`src/rtl/mux8_rr_arbiter.sv`:
```
// Round-robin arbiter sharing one registered 8:1 datapath among eight requesters.
// Optional macro MUX8_ARB_PRIO0_EN makes requester 0 a fixed high-priority port.
module mux8_rr_arbiter #(
  parameter int WIDTH = 32,
  parameter int N_REQ = 8
) (
  input  logic             clock,
  input  logic             reset,
  input  logic [N_REQ-1:0] req,
  input  logic [WIDTH-1:0] in0,
  input  logic [WIDTH-1:0] in1,
  input  logic [WIDTH-1:0] in2,
  input  logic [WIDTH-1:0] in3,
  input  logic [WIDTH-1:0] in4,
  input  logic [WIDTH-1:0] in5,
  input  logic [WIDTH-1:0] in6,
  input  logic [WIDTH-1:0] in7,
  input  logic             out_ready,
  output logic [WIDTH-1:0] out,
  output logic             out_valid,
  output logic [2:0]       select,
  output logic [N_REQ-1:0] ack,
  output logic             busy
);

  typedef enum logic {IDLE = 1'b0, HOLD = 1'b1} state_t;

  state_t           state, state_nxt;
  logic [WIDTH-1:0] words [N_REQ];
  logic [N_REQ-1:0] elig;
  logic [2:0]       ptr;
  logic [2:0]       winner;
  logic             cap_opp;
  logic             capture;

  assign words[0] = in0;
  assign words[1] = in1;
  assign words[2] = in2;
  assign words[3] = in3;
  assign words[4] = in4;
  assign words[5] = in5;
  assign words[6] = in6;
  assign words[7] = in7;

  // A requester acked this cycle still shows its old request; mask it out.
  assign elig    = req & ~ack;
  assign cap_opp = (state == IDLE) | out_ready;

  // Scan from lowest to highest priority so the nearest set bit after ptr wins last.
  function automatic logic [2:0] rr_pick(input logic [N_REQ-1:0] e, input logic [2:0] p);
    logic [2:0] idx;
    rr_pick = p;
    for (int k = N_REQ; k >= 1; k--) begin
      idx = p + 3'(k);
      if (e[idx]) rr_pick = idx;
    end
  endfunction

`ifdef MUX8_ARB_PRIO0_EN
  assign winner = elig[0] ? 3'd0 : rr_pick(elig, ptr);
`else
  assign winner = rr_pick(elig, ptr);
`endif

  always_comb begin
    state_nxt = state;
    capture   = 1'b0;
    if (cap_opp) begin
      if (|elig) begin
        capture   = 1'b1;
        state_nxt = HOLD;
      end else begin
        state_nxt = IDLE;
      end
    end
  end

  always_ff @(posedge clock or posedge reset) begin
    if (reset) state <= IDLE;
    else       state <= state_nxt;
  end

  // Capture stage: word, select, pointer and the one-cycle acknowledge.
  always_ff @(posedge clock or posedge reset) begin
    if (reset) begin
      out    <= '0;
      select <= '0;
      ack    <= '0;
      ptr    <= 3'd7;
    end else begin
      ack <= '0;
      if (capture) begin
        out    <= words[winner];
        select <= winner;
        ack    <= {{(N_REQ-1){1'b0}}, 1'b1} << winner;
        ptr    <= winner;
      end
    end
  end

  assign out_valid = (state == HOLD);
  assign busy      = out_valid;

endmodule

```
`config.mk`:
```
export PLATFORM = sky130hd
export DESIGN_NAME = mux8_rr_arbiter
export DESIGN_NICKNAME = d
export VERILOG_FILES = /design/src/rtl/mux8_rr_arbiter.sv
export SDC_FILE = /design/constraint.sdc
export NUM_CORES = 1
export LEC_CHECK = 0
export CORE_UTILIZATION = 34
export CTS_BUF_LIST = sky130_fd_sc_hd__clkbuf_16
export CTS_CLUSTER_SIZE = 16
export DETAILED_ROUTE_END_ITERATION = 8
export PLACE_DENSITY = 0.79
export SYNTH_ARGS = -nofsm -noshare
export SYNTH_HDL_FRONTEND = slang
export SYNTH_SLANG_ARGS = --single-unit
```
`constraint.sdc`:
```
create_clock -name clock -period 3.2 [get_ports clock]
set_input_delay 0.8 -clock clock [delete_from_list [all_inputs] [get_ports clock]]
set_output_delay 0.8 -clock clock [all_outputs]
set_load 0.005 [all_outputs]
```
==> results.cfg, run 1 <==
[critical_path]
path_max_fanout = 7
end_kind = flop
endpoint = out[25]
cp-startpoint = ptr[1]
worstPathRequired_ps = 3400
path_cells = clkinv_4, ha_4, inv_4, mux4_2, mux2_4, o31a_1, o211a_2, nor3_4, buf_6, buf_12, buf_12, buf_16, buf_8, nor2_2, a211o_1, a211oi_2
reg2reg_from = ptr[1]
cp.arrival_ps = 3670
cpPeakStageDelay_ps = 560
reg2regPathDepth = 16
worstSetupStartpointType = flop
r2r_end = out[25]
path_class = flop to flop
cp_slowest_cell = dfstp_2
r2r_slack_ps = -270
cpMostUsedCell = buf_12

[outcome]
violations = setup timing
outcome = finished, violations left

[sta]
clock_skew_ps = 12.2
hold_viol_final = 0
setup_viol = 34
fin_ws_ps = -266
rsz0062_at_grt = true
period_minus_slack_ps = 3470
relSlewSlack_pct = 65.7
timing.fmax_mhz = 289
tightestPinTransition_ps = 514
fin_setup_tns_ps = -6130
slew_viol_final = 0
period_share_pct = 108

[drt]
via_per_inst = 5.89
drt_pass1_iterations = 5
ant_nets = 0
wl_per_cell_microns = 23.3
wl_microns = 27200
drtIter0Drc = 670
drc = 0
num_vias = 6878

[synth]
ys.flop_type = dfrtp_1
synthesis.area_sq_um = 4860
synth_edf_count = 0
yosysSeqAreaShare_pct = 24.3
synth-seq-cells = 47
synth-async-reset-ratio_pct = 100
synth.yosys.warnings = 0
avgSynthCellArea_sq_um = 8.62
synth_cell_types = 58
synthCells = 564
synth_fp_nets = 833

[clock_network]
holdBufCountCts = 0
cts_buffer_depth = 2
clock-sinks = 47
root_buffer = clkbuf_16
clk_latency_ps = 300
clk_pin_slew_ps = 70
cts_tree = built
cts.htree.levels = 2
cts_buffers = 5

[place]
dp_hpwl_microns = 16800
place_congestion = 0.914
port_buffers = 311

[global_routing]
grt_start_max_net_pins = 44
antenna_found_initial = 1
grt_use_total_pct = 33.8
grt_pass1_wl_microns = 37800
overflow = 0
grt_pass1_vias = 7038

[min_path]
hold_class = flop to flop

[floorplanning]
dieWidth_microns = 122
ioPinCount = 312
dieArea_sq_um = 14800
num_rows = 43
core_area_sq_um = 13900
die_y_microns = 122
start_util_pct = 34.9

[finish]
fillers = 872
utilization_pct = 78.0
fin_nets = 1255
drive_gt1_share_pct = 37.3
area.growth.synth_to_final_pct = 123

[flow_run]
max_cap_viol_count = 0
## synth_stat cells (2+ instances only)
cell	count	share of area [%]
o211ai_1	2	0.31
nand3b_1	4	0.62
inv_2	2	0.15
mux2i_1	13	2.7
o21ai_0	6	0.62
and3_1	31	4.0
dfstp_2	3	1.6
inv_1	38	2.9
nand4_1	5	0.64
a211oi_1	35	5.4
nor2_1	71	5.5
a221oi_1	3	0.54
buf_4	8	1.2
mux2_2	42	9.7
buf_2	16	1.6
a211o_1	32	5.8
nand2_1	11	0.85
a311oi_1	31	5.6
nor3_1	7	0.72
nor2b_1	8	1.0
nor3b_1	4	0.62
o2111ai_1	2	0.36
nand2b_1	9	1.2
mux2_1	24	5.6
mux4_2	9	4.2
o32ai_1	2	0.36
o22ai_1	33	4.2
ha_1	2	0.51
a21oi_1	10	1.0
o31ai_1	2	0.31
clkbuf_1	28	2.2
o21a_1	2	0.31
dfrtp_1	44	23
## cell usage in the layout, fill, tap and decap left out, types with 8 or more instances in the layout
cell	Yosys	final
buf_2	16	8
mux4_2	9	9
nand2b_1	9	9
and3_1	31	23
nor2_1	71	67
a211oi_1	35	9
nand2_1	11	9
buf_12	0	21
a21oi_1	10	8
a211o_1	32	32
buf_8	0	10
a311oi_2	0	23
clkbuf_16	0	10
nor2b_4	0	8
mux2_4	0	28
clkdlybuf4s50_1	0	303
and3_4	0	8
inv_1	38	37
o22ai_2	0	23
mux2_1	24	13
buf_6	0	19
a211oi_2	0	26
mux2_2	42	25
mux2i_1	13	9
buf_4	8	92
dfrtp_1	44	44
## worst min path at each step
stage                     startpoint        end  depth (start not counted)
final                      select[0]  select[0]                          1
after global placement     select[2]  select[2]                          1
after detailed placement   select[2]  select[2]                          1
after CTS                  select[2]  select[2]                          1
after global routing       select[2]  select[2]                          1
after floorplan            select[2]  select[2]                          1
## critical path: cells and delay by family (launching register included)
| kind | cells | cell delay (ps) |
|---|---|---|
| compound gates | 4 | 920 |
| fa+ha+maj | 1 | 310 |
| buf+inv | 7 | 750 |
| flops | 1 | 560 |
| mux | 2 | 640 |
| simple gates | 2 | 180 |
## routing by layer
layer  track usage (%)  up-vias  share of wire, %
met5                 0        -                 0
met4              17.7        0               5.1
met3              5.15      106               7.4
met2              56.9      444                49
met1              41.7     3319                38
li1                  -     3009                 -
## layout make-up
cell class | count | area, sq um | area share (%)
Sequential cell | 47 | 1180 | 10.9
Inverter | 41 | 174 | 1.60
Tap cell | 180 | 225 | 2.07
Multi-Input combinational cell | 424 | 4220 | 38.8
Timing Repair Buffer | 467 | 4930 | 45.4
Clock buffer | 5 | 125 | 1.15
Clock inverter | 3 | 11.3 | 0.104
Antenna cell | 1 | 2.50 | 0.0230
## repair_timing
action | CTS | global route
buffers inserted | 28 | 16
resized for setup | 174 | 93
endpoints found under the setup margin | 44 | 39
gates cloned | 16 | 5
pin swaps | 34 | 31
## cells by family after synthesis
| kind of cell | Yosys count | synth area share, % |
|---|---|---|
| AOI/OAI and AO/OA | 173 | 27.3 |
| xor gates and xnor gates | 3 | 0.695 |
| buffers and inverters | 93 | 8.21 |
| and+or+nand+nor | 157 | 16.4 |
| adders and majority gates | 2 | 0.514 |
| muxes | 89 | 22.6 |
| DFF | 47 | 24.3 |
## through the flow
stage	area (sq um)	hold WS (ps)	cells	setup WS, ps
2_1_floorplan	4990	488	564	-6.71
5_1_grt	10900	541	1168	-352
3_5_place_dp	8930	483	1102	-769
6_report	10900	525	1168	-266
4_1_cts	10300	497	1152	-142
3_3_place_gp	8930	480	1102	-715
## registers in the layout, summed over array words and instances, names as in the netlist
register,count
out,32
ack,8
ptr,3
select,3
busy,1
Power of run 1 is left out: the tool's default activity adds up to more than one toggle a clock period on the data nets, which glitch-free logic cannot reach.
==> run 2: changes to the inputs <==
- SLEW_MARGIN: default -> 20
==> results of run 2 <==
The final DEF is identical to that of run 1; final timing and power are the same.
Power of run 2 is left out for the same reason.
==> run 3: changes to the inputs <==
- CAP_MARGIN: default -> 20
- TNS_END_PERCENT: default -> 50
==> results.cfg, run 3 (synthesized netlist as in run 1, its figures left out) <==
[clock_network]
holdBufCountCts = 0
cts_buffers = 5
clock-sinks = 47
cts_tree = built
cts.htree.levels = 2
clk_pin_slew_ps = 80
cts_buffer_depth = 2
root_buffer = clkbuf_16
clk_latency_ps = 290

[finish]
final_common_cell = clkdlybuf4s50_1
top_register = out
antennaDiodeCount = 0
largest_reg_flops = 32
top_regs = out (32), ack (8)
drive_gt1_share_pct = 30.4
area.growth.synth_to_final_pct = 109
fin_nets = 1212
layout_common_cells = clkdlybuf4s50_1 (303), nor2_1 (66), buf_4 (65)

[global_routing]
overflow = 0
grt_pass1_vias = 6226
antenna_found_initial = 0
grt_pass1_wl_microns = 33700
grt_start_max_net_pins = 38
grt_use_total_pct = 30.0

[drt]
drtIter0Drc = 472
drt_pass1_iterations = 7
num_vias = 6503
ant_nets = 0
wl_microns = 24500
wl_per_cell_microns = 21.8
drc = 0
via_per_inst = 5.79

[place]
place_ws_ps = -692
dp_hpwl_microns = 16600
place_congestion = 0.946
port_buffers = 311

[sta]
tightestPinTransition_ps = 440
period_share_pct = 107
clock_skew_ps = 10.1
setup_viol = 33
rsz0062_at_grt = true
fin_ws_ps = -236
slew_viol_final = 0
timing.fmax_mhz = 291
relSlewSlack_pct = 69.8
hold_viol_final = 0
fin_setup_tns_ps = -5820
period_minus_slack_ps = 3440

[floorplanning]
num_rows = 43
dieWidth_microns = 122
start_util_pct = 34.9
ioPinCount = 312
core_area_sq_um = 13900
die_y_microns = 122
dieArea_sq_um = 14800

[flow_run]
max_cap_viol_count = 0

[critical_path]
cp_top_family = buffers and inverters
path_max_fanout = 11
worstSetupStartpointType = flop
critPathBufInv = 5
cp.arrival_ps = 3600
end_kind = flop
path_class = flop to flop
cp_slowest_cell = dfstp_2
worstPathRequired_ps = 3360
path_cells = buf_4, ha_2, buf_4, xor2_1, mux2_4, o211a_4, nor3_4, buf_12, buf_12, buf_16, mux2_4, o22ai_2, a211oi_2
cpPeakStageDelay_ps = 560

[outcome]
violations = setup timing
outcome = finished, violations left

[min_path]
hold_class = flop to flop
-- run 3: changes by cell type in the layout (fill, tap and decap cells not counted), sizes merged --
cell	before	now
buf	157	106
clkdlybuf4s15	0	7
bufinv	0	1
clkbuf	10	11
clkinv	3	2
diode	1	0
-- run 3: worst paths after layout --
| kind | from | to | slack, ps | cells after the start |
|---|---|---|---|---|
| max | ptr[1] | out[5] | -240 | 13 |
| min | select[2] | select[2] | 500 | 1 |
| max reg2reg | ptr[1] | out[5] | -240 | 13 |
| min reg2reg | select[2] | select[2] | 500 | 1 |
| max in group asynchronous | reset | ptr[0] | 1720 | 3 |
| min in group asynchronous | reset | out[21] | 870 | 2 |
-- run 3: cell type report --
cell class | count | area [sq um]
clock buffer | 5 | 125
clock inverter | 3 | 38.8
fill | 981 | 3760
inverter | 41 | 159
multi-input combinational | 424 | 3940
sequential | 47 | 1180
tap | 180 | 225
timing repair buffer | 424 | 4500
-- run 3: per-stage QoR --
step,std cells,area (sq um),utilization (%),hold slack (ps)
4_1_cts,1114,9570,68.7,500
6_report,1124,10200,73.0,502
5_1_grt,1124,10200,73.0,518
2_1_floorplan,564,4990,-,488
3_3_place_gp,1083,8790,63.1,477
3_5_place_dp,1083,8790,63.1,486
-- run 3: per-layer routing --
layer	track usage [%]	wire (microns)	up-vias
li1	-	-	2920
met1	37.4	9470	3123
met2	52.6	12500	386
met3	4.45	1530	74
met4	10.2	1080	0
met5	0	0	-
-- run 3: worst register-to-register path, cell delays in order (launching register included) --
cell and delay [ps]:
dfstp_2 560, buf_4 190, ha_2 220, buf_4 120, xor2_1 330, mux2_4 380
o211a_4 270, nor3_4 250, buf_12 210, buf_12 150, buf_16 130, mux2_4 300
o22ai_2 140, a211oi_2 50
-- run 3: what timing repair did --
item                       CTS  global route
resized for setup           79            93
buffers inserted            14             3
gates cloned                 9             8
pin swaps                   15            29
setup endpoints to repair   42            43
Power of run 3 is left out for the same reason.
